**src/rtl/cycle_cooling_pkg.sv**
```systemverilog
// Shared types for the cycle cooling fan controller:
// FSM state encoding and fan level type.
package cycle_cooling_pkg;

    localparam int LEVELS = 4;

    typedef logic [1:0] level_t;

    typedef enum logic [2:0] {
        OFF      = 3'd0,
        SPINUP   = 3'd1,
        RUN      = 3'd2,
        COOLDOWN = 3'd3,
        FAULT    = 3'd4
    } state_e;

endpackage

```
**src/rtl/cycle_cooling_controller_pwm.sv**
```systemverilog
// Free-running PWM counter and comparator for the fan drive.
// Output is registered against the counter value it is shown with.
module cooling_pwm
    import cycle_cooling_pkg::*;
#(
    parameter int PWM_W = 4
) (
    input  logic   clk,
    input  logic   reset,
    input  level_t level,
    input  logic   force_on,
    input  logic   force_off,
    output logic   fan
);

    logic [PWM_W-1:0] cnt;
    logic [PWM_W-1:0] cnt_n;
    logic [PWM_W-1:0] duty;

    assign cnt_n = cnt + PWM_W'(1);
    assign duty  = PWM_W'(level) << (PWM_W - 2);

    always_ff @(posedge clk) begin
        if (!reset) begin
            cnt <= '0;
            fan <= 1'b0;
        end else begin
            cnt <= cnt_n;
            fan <= !force_off && (force_on || (cnt_n < duty));
        end
    end

endmodule

```
**src/rtl/cycle_cooling_controller.sv**
```systemverilog
// Cycle cooling fan controller: sensor fusion with hysteresis,
// spin-up / cool-down timing and blocked-duct fault detection.
module cycle_cooling_controller
    import cycle_cooling_pkg::*;
#(
    parameter int SENSOR_W        = 3,
    parameter int PWM_W           = 4,
    parameter int TH1             = 4,
    parameter int TH2             = 8,
    parameter int TH3             = 11,
    parameter int HYST            = 1,
    parameter int SPINUP_CYCLES   = 16,
    parameter int COOLDOWN_CYCLES = 64,
    parameter int FAULT_SAMPLES   = 3
) (
    input  logic                clk,
    input  logic                reset,
    input  logic                sample_valid,
    input  logic [SENSOR_W-1:0] calorie,
    input  logic [SENSOR_W-1:0] temperature,
    input  logic                pressure,
    input  logic                air_pressure,
    input  logic                fault_clr,
    output logic                fan,
    output logic [1:0]          fan_level,
    output logic                alarm,
    output logic [2:0]          state
);

    localparam int TMAX = (SPINUP_CYCLES > COOLDOWN_CYCLES) ?
                          SPINUP_CYCLES : COOLDOWN_CYCLES;
    localparam int TW = $clog2(TMAX + 1);
    localparam int FW = $clog2(FAULT_SAMPLES + 1);
    localparam logic [TW-1:0] SPIN_LD = TW'(SPINUP_CYCLES - 1);
    localparam logic [TW-1:0] COOL_LD = TW'(COOLDOWN_CYCLES - 1);
    localparam logic [FW-1:0] FLIM    = FW'(FAULT_SAMPLES);
    localparam level_t        LTOP    = level_t'(LEVELS - 1);

    state_e        st, st_n;
    level_t        lvl, lvl_n, lvl_step;
    logic [TW-1:0] tmr, tmr_n;
    logic [FW-1:0] fcnt, fcnt_n, fcnt_inc;
    logic [SENSOR_W:0] score;
    int            score_i;
    logic          start;

    function automatic int th(input level_t l);
        case (l)
            2'd1:    th = TH1;
            2'd2:    th = TH2;
            2'd3:    th = TH3;
            default: th = 0;
        endcase
    endfunction

    assign score    = {1'b0, calorie} + {1'b0, temperature};
    assign score_i  = int'(score);
    assign start    = sample_valid && pressure && (score_i >= TH1);
    assign fcnt_inc = fcnt + FW'(1);

    // At most one level step per accepted sample
    always_comb begin
        lvl_step = lvl;
        if (lvl != LTOP && score_i >= th(lvl + level_t'(1)))
            lvl_step = lvl + level_t'(1);
        else if (lvl != '0 && score_i < th(lvl) - HYST)
            lvl_step = lvl - level_t'(1);
    end

    always_comb begin
        st_n   = st;
        lvl_n  = lvl;
        tmr_n  = tmr;
        fcnt_n = fcnt;
        unique case (st)
            OFF: begin
                lvl_n  = '0;
                fcnt_n = '0;
                if (start) begin
                    st_n  = SPINUP;
                    lvl_n = level_t'(1);
                    tmr_n = SPIN_LD;
                end
            end
            SPINUP, RUN: begin
                if (tmr != '0)
                    tmr_n = tmr - TW'(1);
                if (st == SPINUP && tmr == '0)
                    st_n = RUN;
                if (sample_valid) begin
                    fcnt_n = air_pressure ? '0 : fcnt_inc;
                    if (!air_pressure && fcnt_inc == FLIM) begin
                        st_n   = FAULT;
                        lvl_n  = '0;
                        fcnt_n = '0;
                    end else if (!pressure) begin
                        st_n   = COOLDOWN;
                        lvl_n  = level_t'(1);
                        tmr_n  = COOL_LD;
                        fcnt_n = '0;
                    end else begin
                        lvl_n = lvl_step;
                    end
                end
                if (st_n == RUN && lvl_n == '0) begin
                    st_n   = OFF;
                    fcnt_n = '0;
                end
            end
            COOLDOWN: begin
                lvl_n  = level_t'(1);
                fcnt_n = '0;
                if (start) begin
                    st_n  = RUN;
                    tmr_n = '0;
                end else if (tmr == '0) begin
                    st_n  = OFF;
                    lvl_n = '0;
                end else begin
                    tmr_n = tmr - TW'(1);
                end
            end
            FAULT: begin
                lvl_n  = '0;
                fcnt_n = '0;
                if (fault_clr)
                    st_n = OFF;
            end
            default: begin
                st_n  = OFF;
                lvl_n = '0;
            end
        endcase
    end

    always_ff @(posedge clk) begin
        if (!reset) begin
            st    <= OFF;
            lvl   <= '0;
            tmr   <= '0;
            fcnt  <= '0;
            alarm <= 1'b0;
        end else begin
            st    <= st_n;
            lvl   <= lvl_n;
            tmr   <= tmr_n;
            fcnt  <= fcnt_n;
            alarm <= (st_n == FAULT);
        end
    end

    cooling_pwm #(.PWM_W(PWM_W)) u_pwm (
        .clk       (clk),
        .reset     (reset),
        .level     (lvl_n),
        .force_on  ((st_n == SPINUP) || (lvl_n == LTOP)),
        .force_off ((st_n == OFF) || (st_n == FAULT)),
        .fan       (fan)
    );

    assign fan_level = lvl;
    assign state     = st;

endmodule
```
**config.mk**
```make
export PLATFORM = sky130hd
export DESIGN_NAME = cycle_cooling_controller
export DESIGN_NICKNAME = d
export VERILOG_FILES = /design/src/rtl/cycle_cooling_pkg.sv /design/src/rtl/cycle_cooling_controller_pwm.sv /design/src/rtl/cycle_cooling_controller.sv
export SDC_FILE = /design/constraint.sdc
export NUM_CORES = 1
export LEC_CHECK = 0
export CAP_MARGIN = 25
export CORE_MARGIN = 3
export CORE_UTILIZATION = 40
export DETAILED_ROUTE_END_ITERATION = 7
export PLACE_DENSITY = 0.61
export SKIP_LAST_GASP = 1
export SLEW_MARGIN = 25
export SYNTH_ARGS = -nofsm -noshare
export SYNTH_HDL_FRONTEND = slang
export SYNTH_SLANG_ARGS = --single-unit
```
**constraint.sdc**
```tcl
create_clock -name clk -period 7.2 [get_ports clk]
set_input_delay 1.44 -clock clk [delete_from_list [all_inputs] [get_ports clk]]
set_output_delay 1.44 -clock clk [all_outputs]
set_load 0.02 [all_outputs]
```
Yosys cells after proc, flatten, opt, wreduce, memory -nomap -nowiden --
Index checks and enable logic that the tools add are counted.
Cells by class: div/mod/pow operators 0, add/sub/neg operators 7, bitwise gates (word level) 0, magnitude comparators 4, shift operators 0, equal/unequal tests 19, reduce and logical (&&, ||, !) cells 25, multiply operators 0, multiplexer cells 38
Operators by type and width (number):
- $mux W7 | 7
- $ge A5 B32 Y1 | 1
- $lt A5 B32 Y1 | 1
- $mux W32 | 1
- $sub A32 B2 Y32 const B | 1
- $mux W3 | 10
- $pmux W4 S3 | 2
- $mux W2 | 11
- $pmux W7 S3 | 1
- $eq A2 B2 Y1 const B | 6
- $pmux W3 S4 | 1
- $eq A3 B2 Y1 const B | 3
- $logic_and A1 B1 Y1 | 8
- $logic_not A7 Y1 | 1
- $reduce_bool A7 Y1 | 1
- $sub A7 B1 Y7 const B | 1
- $eq A3 B1 Y1 const B | 2
- $eq A3 B3 Y1 const B | 2
- $logic_not A3 Y1 | 2
- $ne A3 B3 Y1 const B | 2
- $pmux W2 S3 | 1
- $add A2 B1 Y2 const B | 2
- $add A3 B3 Y4 | 1
- $add A4 B1 Y4 const B | 1
- other kinds (16) | 24
Word-level totals: latch bits 0, RAM bits 0, bits in registers 20, output and inout port bits 7, bits in read-only memories 0, bits of input ports 12, memories kept 0, word-level logic and storage cells 100

Depth between registers and ports, before layout --
Gate-level depths: netlist of run 1.
word-level depth 23, depth in mapped cells 21, depth with buffers taken out 21

By module --
From an unflattened synthesis of run 1, not the netlist that was laid out.
Unflattened totals: cell total of the unflattened synthesis 241, area total of the unflattened synthesis 1904.3 µm²
Modules (own cells, without submodules):
- cycle_cooling_controller | sequential area each 300.3 µm², instances 1, area each 1675.4 µm², cells an instance 220
- cooling_pwm | sequential area each 100.1 µm², instances 1, area each 229.0 µm², cells an instance 21

Least setup slack after synthesis of run 1 --
OpenSTA, ideal clock, no wires.
path type input -> register, from in calorie[0], to reg u_pwm.fan, arrival time 4.415 ns, path buffers 0, path slack 2.698 ns, setup time 0.087 ns, stages 20, path through ha_1 inv_1 fa_1 xor2_1 nand2_1 a21oi_1 nor2_1 a21oi_1 nor2_1 o21bai_1 ha_1 inv_1 a2111oi_0 o21ai_1 nand3_2 nand2_1 ha_1 nor2_1 a31oi_1 o31ai_1
Between the ends: cells in the longest elaborated chain, start to end 17, elaborated cells between the ends (all ways) 32, classes of those cells 1 x add/sub; 4 x order compare; 3 x eq/ne; 13 x mux; 11 x reduce/logical
RTL lines:
- start: declaration | line cycle_cooling_controller.sv:19 | input logic [SENSOR_W-1:0] calorie,
- $add A3 B3 Y4 (*) | line cycle_cooling_controller.sv:56 | assign score = {1'b0, calorie} + {1'b0, temperature};
- $lt A5 B32 Y1 | line cycle_cooling_controller.sv:66 | else if (lvl != '0 && score_i < th(lvl) - HYST)
- $logic_and A1 B1 Y1 | line cycle_cooling_controller.sv:66
- $mux W2 | line cycle_cooling_controller.sv:66
- $mux W2 | line cycle_cooling_controller.sv:64 | if (lvl != LTOP && score_i >= th(lvl + level_t'(1)))
- $mux W2 | line cycle_cooling_controller.sv:96 | end else if (!pressure) begin
- $mux W2 | line cycle_cooling_controller.sv:92 | if (!air_pressure && fcnt_inc == FLIM) begin
- $mux W2 | line cycle_cooling_controller.sv:90 | if (sample_valid) begin
- $mux W2 | line cycle_cooling_controller.sv:75 | unique case (st)
- $logic_not A2 Y1 | line cycle_cooling_controller.sv:105 | if (st_n == RUN && lvl_n == '0) begin
- $logic_and A1 B1 Y1 | line cycle_cooling_controller.sv:105
- $mux W3 | line cycle_cooling_controller.sv:105
- $pmux W3 S4 | line cycle_cooling_controller.sv:75
- $eq A3 B3 Y1 (tied with other cells) | line cycle_cooling_controller.sv:157 | .force_off ((st_n == OFF) || (st_n == FAULT)),
- $logic_or A1 B1 Y1, on equally long branches | line cycle_cooling_controller.sv:157, cycle_cooling_controller.sv:156
- $logic_not A1 Y1 / $logic_or A1 B1 Y1 (equally long branches) | line cycle_cooling_controller_pwm.sv:29 | fan <= !force_off && (force_on || (cnt_n < duty));
- $logic_and A1 B1 Y1 (*) | line cycle_cooling_controller_pwm.sv:29
- end signal: assignment | line cycle_cooling_controller_pwm.sv:29
- end: declaration | line cycle_cooling_controller_pwm.sv:13 | output logic fan
Every way passes the cells marked *; elsewhere a longest branch is shown, timed or not. The select of a mux whose other input is x is not followed. A chain may end at the register's enable or synchronous reset.

Worst setup path after layout of run 1 --
Ends and elaborated chain as after synthesis.

==> flow_metrics.env, run 1 <==
export IMPL_clock_latency_ns=0.26
export IMPL_fp_dieArea_um2=5070
export IMPL_postRouteAntennaNets=0
export IMPL_cts_sinks=20
export IMPL_grt_max_degree=17
export IMPL_start_kind="input port"
export IMPL_setup_viol=0
export IMPL_fmax_mhz=193
export IMPL_finalWirelength_um=3890
export IMPL_rr_endpoint="u_pwm.fan"
export IMPL_rr_worst_depth=16
export IMPL_nNetsFinal=274
export IMPL_grt_pass1_wl_um=6930
export IMPL_synth_warnings=0
export IMPL_grt_pass1_vias=1581
export IMPL_portBuffers=18
export IMPL_ios=19
export IMPL_antenna_found_initial=0
export IMPL_drv_slew=0
export IMPL_fin_hold_ws_ns=0.458
export IMPL_path_max_fanout=7
export IMPL_power_density_nw_per_um2=208
export IMPL_die_width_um=71.2
export IMPL_layout_drive_gt1_share_pct=4.15
export IMPL_core_rowCount=23
export IMPL_power_leakage_nw=0.804
export IMPL_period_needed_ns=5.17
export IMPL_rsz0062_at_grt="no"
export IMPL_num_vias=1582
export IMPL_detail_route_wl_per_cell_um=13.4
export IMPL_cts_setup_buffers=0
export IMPL_grt_overflow_total=0
export IMPL_dpl_hpwl_um=3030
export IMPL_htreeDepth=1
export IMPL_netlist_instances=225
export IMPL_crit_path_end_kind="register"
export IMPL_first_pass_iters=6
export IMPL_synth_fp_nets=257
export IMPL_synth_seq_cells=20
export IMPL_core_um2=4060
export IMPL_irDropWorstVdd_uv=123
export IMPL_cts_resized=0
export IMPL_syn_avg_cell_area_um2=7.56
export IMPL_slew_limit_headroom_pct=56.4
export IMPL_worstSetupEndpoint="u_pwm.fan"
export IMPL_synth_top_area_cell="dfxtp_1"
export IMPL_cts_tree="built"
export IMPL_mostFrequentLayoutCell="nor2_1"
export IMPL_area_delta_synth_final_pct=16.0
export IMPL_clk_pin_slew_worst_paths_ns=0.08
export IMPL_required_ns=7.38
export IMPL_grtUsageTotal_pct=16.5
export IMPL_status="finished, final reports clean"
export IMPL_via_per_inst=5.44
export IMPL_fillers=410
export IMPL_fin_crit_sh_pct=71.8
export IMPL_fin_skew_ns=0.00305
export IMPL_drc=0
export IMPL_syn_cell_area_um2=1700
export IMPL_synth_cell_types=47
export IMPL_cts_max_path_buffers=2
export IMPL_gp_congestion=0.828
export IMPL_root_buffer="clkbuf_8"
export IMPL_yosysSeqAreaShare_pct=23.5
export IMPL_synth_top_area_share_pct=23.5
export IMPL_crit_arrival_ns=5.35
export IMPL_synthTopCellsByArea="dfxtp_1 24%, ha_1 14%, nor2_1 5.5%, a21oi_1 4.7%, inv_1 4.2%"
export IMPL_final_hold_violation_count=0
export IMPL_fp_dieH_um=71.2
export IMPL_hold_buffers=0
export IMPL_critPathKind="in2reg"
export IMPL_r2r_slack_ns=3.77
export IMPL_initial_core_util_pct=41.9
export IMPL_timing_rr_start="fan_level[1]"
export IMPL_worstMarginPinSlew_ns=0.654
export IMPL_max_cap_violations=0
export IMPL_antenna_diode_count=0
export IMPL_hold_class="reg2reg"
export IMPL_cts_made_buffers=3
export IMPL_setup_tns_ns=0
export IMPL_startpoint="calorie[0]"
export IMPL_drtIter0Drc=120
export IMPL_final_cell_mix="25 x nor2_1, 20 x dfxtp_1, 19 x inv_1, 19 x ha_1, 18 x clkdlybuf4s50_1"
## worst min-delay path by stage
stage,startpoint,end,cells past startpoint
floorplan,u_pwm.cnt[0],u_pwm.cnt[0],1
global placement,u_pwm.cnt[0],u_pwm.cnt[0],1
detailed placement,u_pwm.cnt[0],u_pwm.cnt[0],1
CTS,u_pwm.cnt[0],u_pwm.cnt[0],1
global route,u_pwm.cnt[0],u_pwm.cnt[0],1
finish,u_pwm.cnt[0],u_pwm.cnt[0],1
## registers in the layout, indices dropped and copies added (netlist names)
name       cells
u_pwm.fan      1
state          3
fan_level      2
tmr            7
alarm          1
fcnt           2
u_pwm.cnt      4
## routing by layer
layer / routed length [um] / share of wire, % / GRT usage [%] / up-vias
met5: 0 / 0 / 0 / -
met1: 1880 / 48 / 21.1 / 733
li1: - / - / - / 835
met4: 28 / 0.72 / 3.34 / 0
met3: 71 / 1.8 / 2.52 / 2
met2: 1900 / 49 / 29.5 / 12
## layout make-up
| cell class | instances | area, um2 | area share, % |
|---|---|---|---|
| multi-input cells | 180 | 1200 | 61.0 |
| flip-flops and latches | 20 | 400 | 20.3 |
| repair buffers | 18 | 180 | 9.13 |
| inverters | 19 | 71.3 | 3.61 |
| well taps | 50 | 62.6 | 3.17 |
| clock buffers | 4 | 55.1 | 2.79 |
## metrics by stage
stage | utilization [%] | std cells | instance area [um2] | total power, mW | setup WS, ns
after floorplan | - | 225 | 1700 | 0.280 | 2.70
after global placement | 47.3 | 287 | 1920 | 0.325 | 1.97
after detailed placement | 47.3 | 287 | 1920 | 0.326 | 1.84
after CTS | 48.7 | 291 | 1970 | 0.413 | 2.08
after global routing | 48.7 | 291 | 1970 | 0.446 | 1.63
final | 48.7 | 291 | 1970 | 0.410 | 2.03
## cells by family after synthesis
family | share of synthesized area [%]
buffers and inverters | 5.66
xor gates and xnor gates | 3.60
adders and majority gates | 15.1
AOI/OAI and AO/OA | 26.5
and+or+nand+nor | 25.5
DFF | 23.5
## worst max-delay path: stages
cell and delay [ns]:
clkdlybuf4s50_1 0.47, ha_1 0.16, inv_1 0.05, fa_1 0.44
xor2_1 0.42, a21oi_1 0.12, a21oi_1 0.14, nor2_1 0.05
a21oi_1 0.12, nor2_1 0.05, o21bai_1 0.13, ha_1 0.19
inv_1 0.09, a2111oi_0 0.44, o21ai_1 0.18, nand3_2 0.12
nand2_1 0.08, ha_1 0.26, o2bb2ai_2 0.11, a31oi_1 0.08
o31ai_1 0.20
## Yosys cell counts (all sizes together)
| cell type | count |
|---|---|
| a2111oi | 1 |
| a21bo | 1 |
| a22o | 1 |
| a41oi | 1 |
| nor2 | 25 |
| xor2 | 3 |
| nor3 | 6 |
| inv | 19 |
| and2 | 4 |
| nor3b | 3 |
| nor2b | 4 |
| a21boi | 1 |
| xnor2 | 4 |
| or2 | 2 |
| a32oi | 2 |
| o2111ai | 1 |
| o221a | 1 |
| a21oi | 17 |
| clkbuf | 3 |
| a31oi | 3 |
| o21ai | 14 |
| nand3 | 8 |
| o211ai | 5 |
| a211o | 3 |
| o31ai | 3 |
| or3 | 3 |
| o2bb2ai | 1 |
| ha | 19 |
| fa | 1 |
| and3 | 3 |
| nand4 | 4 |
| nand2 | 16 |
| o22ai | 2 |
| nand2b | 8 |
| buf | 3 |
| nand3b | 1 |
| dfxtp | 20 |
| a211oi | 1 |
| o21a | 1 |
| o21bai | 3 |
| a22oi | 4 |
## report_power, final
group / total, mW / switching [mW] / leakage [nW] / internal [mW]
sequential: 0.139 / 0.0161 / 0.164 / 0.123
combinational: 0.184 / 0.106 / 0.612 / 0.0781
clock: 0.0873 / 0.0386 / 0.0288 / 0.0487
total: 0.410 / 0.160 / 0.804 / 0.250
Power figures use the tool's default switching activity.
==> run 2, diff against run 1 <==
- clock period: 7.2 -> 5 ns (I/O delays scaled with it)
==> run 2 against run 1 <==
Effect of this change: critical path depth is the same; largest cell class unchanged; routed wire length shrank 3.8%; worst hold slack lost 0.0021 ns; first-iteration DRC count shrank 57%.
==> flow_metrics.env, run 2 (synthesized netlist as in run 1, its figures left out) <==
export IMPL_multi_input_area_um2=1200
export IMPL_first_pass_iters=4
export IMPL_clk_pin_slew_worst_paths_ns=0.08
export IMPL_antenna_found_initial=0
export IMPL_status="finished, final reports clean"
export IMPL_hp_start="u_pwm.cnt[0]"
export IMPL_cts_setup_buffers=0
export IMPL_fin_util_pct=49.2
export IMPL_fp_dieArea_um2=5070
export IMPL_gp_congestion=0.794
export IMPL_r2r_slack_ns=1.64
export IMPL_ios=19
export IMPL_area_delta_synth_final_pct=17.4
export IMPL_max_cap_violations=0
export IMPL_path_max_fanout=5
export IMPL_fin_crit_sh_pct=88.8
export IMPL_htreeDepth=1
export IMPL_mostFrequentLayoutCell="nor2_1"
export IMPL_largest_reg_flops=7
export IMPL_fp_dieH_um=71.2
export IMPL_worstMarginPinSlew_ns=0.618
export IMPL_via_per_inst=5.37
export IMPL_fillers=406
export IMPL_fmax_mhz=225
export IMPL_critPathKind="in2reg"
export IMPL_rr_worst_depth=16
export IMPL_rsz0062_at_grt="no"
export IMPL_required_ns=5.18
export IMPL_drv_slew=0
export IMPL_cts_sinks=20
export IMPL_finalWirelength_um=3740
export IMPL_initial_core_util_pct=41.9
export IMPL_root_buffer="clkbuf_8"
export IMPL_drc=0
export IMPL_cts_max_path_buffers=2
export IMPL_cts_made_buffers=3
export IMPL_top_register="tmr"
export IMPL_power_density_nw_per_um2=315
export IMPL_fin_skew_ns=0.000996
export IMPL_irDropWorstVdd_uv=256
export IMPL_antenna_diode_count=0
export IMPL_setup_tns_ns=0
export IMPL_fin_hold_ws_ns=0.456
export IMPL_start_kind="input port"
export IMPL_hold_buffers=0
export IMPL_hold_class="reg2reg"
export IMPL_grt_overflow_total=0
export IMPL_cts_resized=0
export IMPL_min_to="u_pwm.cnt[0]"
export IMPL_holdPathStages=1
export IMPL_core_um2=4060
export IMPL_cts_tree="built"
export IMPL_slew_limit_headroom_pct=58.8
export IMPL_dpl_hpwl_um=2990
export IMPL_grt_pass1_wl_um=6740
export IMPL_period_needed_ns=4.44
export IMPL_rr_endpoint="u_pwm.fan"
export IMPL_final_cell_mix="25 x nor2_1, 20 x dfxtp_1, 19 x inv_1, 19 x ha_1, 18 x clkdlybuf4s50_1"
export IMPL_grt_max_degree=17
export IMPL_final_hold_violation_count=0
export IMPL_clock_latency_ns=0.26
export IMPL_grtUsageTotal_pct=16.1
export IMPL_portBuffers=18
export IMPL_crit_arrival_ns=4.62
export IMPL_crit_path_end_kind="register"
export IMPL_timing_rr_start="fan_level[1]"
export IMPL_num_vias=1569
export IMPL_layout_drive_gt1_share_pct=4.55
export IMPL_core_rowCount=23
export IMPL_drtIter0Drc=52
export IMPL_grt_pass1_vias=1483
export IMPL_die_width_um=71.2
export IMPL_nNetsFinal=275
export IMPL_postRouteAntennaNets=0
export IMPL_seq_area_um2=400
export IMPL_detail_route_wl_per_cell_um=12.8
export IMPL_setup_viol=0
export IMPL_power_leakage_nw=0.816
run 2: worst max-delay path by stage:
| stage | start | to | slack [ns] | depth (start not counted) |
|---|---|---|---|---|
| 2_1_floorplan | calorie[0] | u_pwm.fan | 0.94 | 20 |
| 3_3_place_gp | calorie[0] | u_pwm.fan | 0.42 | 21 |
| 3_5_place_dp | calorie[0] | u_pwm.fan | 0.27 | 21 |
| 4_1_cts | calorie[0] | u_pwm.fan | 0.55 | 21 |
| 5_1_grt | calorie[0] | u_pwm.fan | 0.18 | 21 |
| 6_report | calorie[0] | u_pwm.fan | 0.56 | 21 |
run 2: where the power goes:
part,internal (mW),leakage [nW],switching [mW]
registers,0.178,0.164,0.0226
clock network,0.107,0.0357,0.0580
logic,0.114,0.617,0.150
run 2: worst max-delay path, stage by stage:
cell and delay (ns):
clkdlybuf4s50_1 0.46, ha_1 0.16, inv_1 0.05, fa_1 0.43, xor2_1 0.26, nand2_1 0.08, a21oi_1 0.14, nor2_1 0.05
a21oi_1 0.11, nor2_1 0.05, o21bai_1 0.12, ha_1 0.18, inv_1 0.09, a2111oi_0 0.42, o21ai_1 0.17, nand3_2 0.12
nand2_1 0.07, ha_1 0.25, o2bb2ai_2 0.12, a31oi_1 0.09, o31ai_1 0.20
run 2: metal layers:
layer	vias to the layer above	share of wire [%]	routed length [um]	GRT usage, %
li1	836	-	-	-
met1	706	49	1830	21.9
met2	21	46	1730	26.1
met3	6	3.7	137	3.09
met4	0	1.3	49	4.38
met5	-	0	0	0
run 2: area by class of cell:
cell class | count | share of cell area (%)
clock buffers | 3 | 2.07
clock inverters | 1 | 1.50
well taps | 50 | 3.13
flip-flops and latches | 20 | 20.0
multi-input cells | 180 | 60.3
inverters | 19 | 3.57
repair buffers | 19 | 9.39
run 2: per-stage QoR:
step | instances | total power [mW] | worst slack (ns) | area (um2)
floorplan | 225 | 0.404 | 0.938 | 1700
global placement | 288 | 0.469 | 0.421 | 1930
detailed placement | 288 | 0.470 | 0.272 | 1930
CTS | 292 | 0.636 | 0.553 | 2000
global route | 292 | 0.686 | 0.180 | 2000
finish | 292 | 0.630 | 0.560 | 2000
==> run 3, diff against run 2 <==
- clock period: 5 -> 4.69 ns (I/O delays scaled with it)
==> run 3 against run 2 <==
Effect of this change: critical path depth unchanged; die area stayed put; via count is the same; worst setup slack worse by 0.15 ns; clock skew increased by 0.0015 ns; register-to-register slack got worse by 0.25 ns; utilization up 0.40 points; sequential power increased by 7%; final area rose by 0.81%; critical path type unchanged.
==> flow_metrics.env, run 3 (synthesized netlist as in run 1, its figures left out) <==
export IMPL_initial_core_util_pct=41.9
export IMPL_cts_setup_buffers=0
export IMPL_drtIter0Drc=109
export IMPL_place_ws_ns=0.119
export IMPL_root_buffer="clkbuf_8"
export IMPL_mostFrequentLayoutCell="nor2_1"
export IMPL_irDropWorstVdd_uv=342
export IMPL_clock_latency_ns=0.26
export IMPL_period_needed_ns=4.28
export IMPL_largest_reg_flops=7
export IMPL_nNetsFinal=277
export IMPL_grtUsageTotal_pct=15.5
export IMPL_grt_pass1_vias=1468
export IMPL_slew_limit_headroom_pct=66.1
export IMPL_grt_overflow_total=0
export IMPL_startpoint="calorie[0]"
export IMPL_fin_crit_sh_pct=91.3
export IMPL_postRouteAntennaNets=0
export IMPL_finalWirelength_um=3720
export IMPL_antenna_found_initial=0
export IMPL_cts_tree="built"
export IMPL_fmax_mhz=234
export IMPL_r2r_slack_ns=1.39
export IMPL_rr_worst_depth=18
export IMPL_ios=19
export IMPL_status="finished, final reports clean"
export IMPL_grt_max_degree=17
export IMPL_first_pass_iters=4
export IMPL_detail_route_wl_per_cell_um=12.6
export IMPL_core_um2=4060
export IMPL_rsz0062_at_grt="no"
export IMPL_critPathKind="in2reg"
export IMPL_die_width_um=71.2
export IMPL_portBuffers=18
export IMPL_final_cell_mix="25 x nor2_1, 20 x dfxtp_1, 19 x inv_1, 19 x ha_1, 18 x clkdlybuf4s50_1"
export IMPL_dpl_hpwl_um=2990
export IMPL_drc=0
export IMPL_rr_endpoint="u_pwm.fan"
export IMPL_setup_viol=0
export IMPL_fin_skew_ns=0.00249
export IMPL_hold_buffers=0
export IMPL_area_delta_synth_final_pct=18.4
export IMPL_via_per_inst=5.34
export IMPL_worstMarginPinSlew_ns=0.508
export IMPL_grt_pass1_wl_um=6510
export IMPL_power_density_nw_per_um2=334
export IMPL_drv_slew=0
export IMPL_max_cap_violations=0
export IMPL_cts_sinks=20
export IMPL_power_leakage_nw=0.825
export IMPL_gp_congestion=0.851
export IMPL_clk_pin_slew_worst_paths_ns=0.07
export IMPL_core_rowCount=23
export IMPL_antenna_diode_count=0
export IMPL_path_max_fanout=4
export IMPL_cts_made_buffers=3
export IMPL_final_hold_violation_count=0
export IMPL_crit_path_end_kind="register"
export IMPL_fp_dieArea_um2=5070
export IMPL_worstSetupEndpoint="u_pwm.fan"
export IMPL_num_vias=1569
export IMPL_setup_tns_ns=0
export IMPL_layout_drive_gt1_share_pct=5.33
export IMPL_htreeDepth=1
export IMPL_timing_rr_start="fan_level[1]"
export IMPL_hp_start="u_pwm.cnt[0]"
export IMPL_fin_ws_ns=0.409
export IMPL_cts_max_path_buffers=2
export IMPL_required_ns=4.87
export IMPL_fp_dieH_um=71.2
export IMPL_hold_class="reg2reg"
export IMPL_top_register="tmr"
export IMPL_start_kind="input port"
export IMPL_crit_arrival_ns=4.46
-- run 3: changes by cell type in the layout (fill, tap and decap cells not counted), sizes merged --
cell	delta
buf	+2
-- run 3: power by group --
| part | switching, mW | internal, mW |
|---|---|---|
| Sequential | 0.0243 | 0.189 |
| Clock | 0.0564 | 0.114 |
| Combinational | 0.162 | 0.126 |
| Total | 0.243 | 0.430 |
-- run 3: worst min path at each step --
| stage | endpoint | cells past startpoint |
|---|---|---|
| 6_report | u_pwm.cnt[0] | 1 |
| 5_1_grt | u_pwm.cnt[0] | 1 |
| 4_1_cts | u_pwm.cnt[0] | 1 |
| 3_5_place_dp | u_pwm.cnt[0] | 1 |
| 3_3_place_gp | u_pwm.cnt[0] | 1 |
| 2_1_floorplan | u_pwm.cnt[0] | 1 |
-- run 3: critical path, cell delays in order --
cell             delay (ns)
clkdlybuf4s50_1        0.46
ha_1                   0.16
inv_1                  0.05
fa_1                   0.44
xor2_1                 0.24
nand2_1                0.08
a21oi_1                0.14
nor2_1                 0.05
a21oi_1                0.12
nor2_1                 0.05
o21bai_1               0.13
ha_1                   0.18
inv_1                  0.05
a2111oi_1              0.35
o21ai_1                0.16
nand3_2                0.12
nand2_1                0.08
ha_1                   0.32
nor2_1                 0.10
a31oi_1                0.05
o31ai_1                0.18
-- run 3: stage by stage --
| step | power (mW) | hold WS (ns) | cells | area (um2) | utilization, % |
|---|---|---|---|---|---|
| detailed placement | 0.505 | 0.436 | 290 | 1940 | 47.9 |
| global placement | 0.506 | 0.433 | 290 | 1940 | 47.9 |
| floorplan | 0.430 | 0.418 | 225 | 1700 | - |
| finish | 0.672 | 0.450 | 294 | 2010 | 49.6 |
| CTS | 0.679 | 0.455 | 294 | 2010 | 49.6 |
| global route | 0.725 | 0.488 | 294 | 2010 | 49.6 |
-- run 3: routing by layer --
| metal | global-route usage, % | share of wire (%) | vias to the layer above |
|---|---|---|---|
| li1 | - | - | 844 |
| met1 | 20.8 | 49 | 710 |
| met2 | 26.2 | 49 | 13 |
| met5 | 0 | 0 | - |
| met3 | 2.95 | 2.0 | 2 |
| met4 | 2.51 | 0.40 | 0 |
-- run 3: area by class of cell --
type,count,area [um2]
clock buffers,3,41.3
clock inverters,1,30.0
fillers,401,2040
inverters,19,71.3
multi-input cells,180,1210
flip-flops and latches,20,400
well taps,50,62.6
repair buffers,21,203
-- run 3: what timing repair did --
| action | 4_1_cts | 5_1_grt |
|---|---|---|
| setup endpoints to repair | 0 | 1 |
| endpoints found under the hold margin | 0 | 0 |
| resized for setup | 0 | 1 |
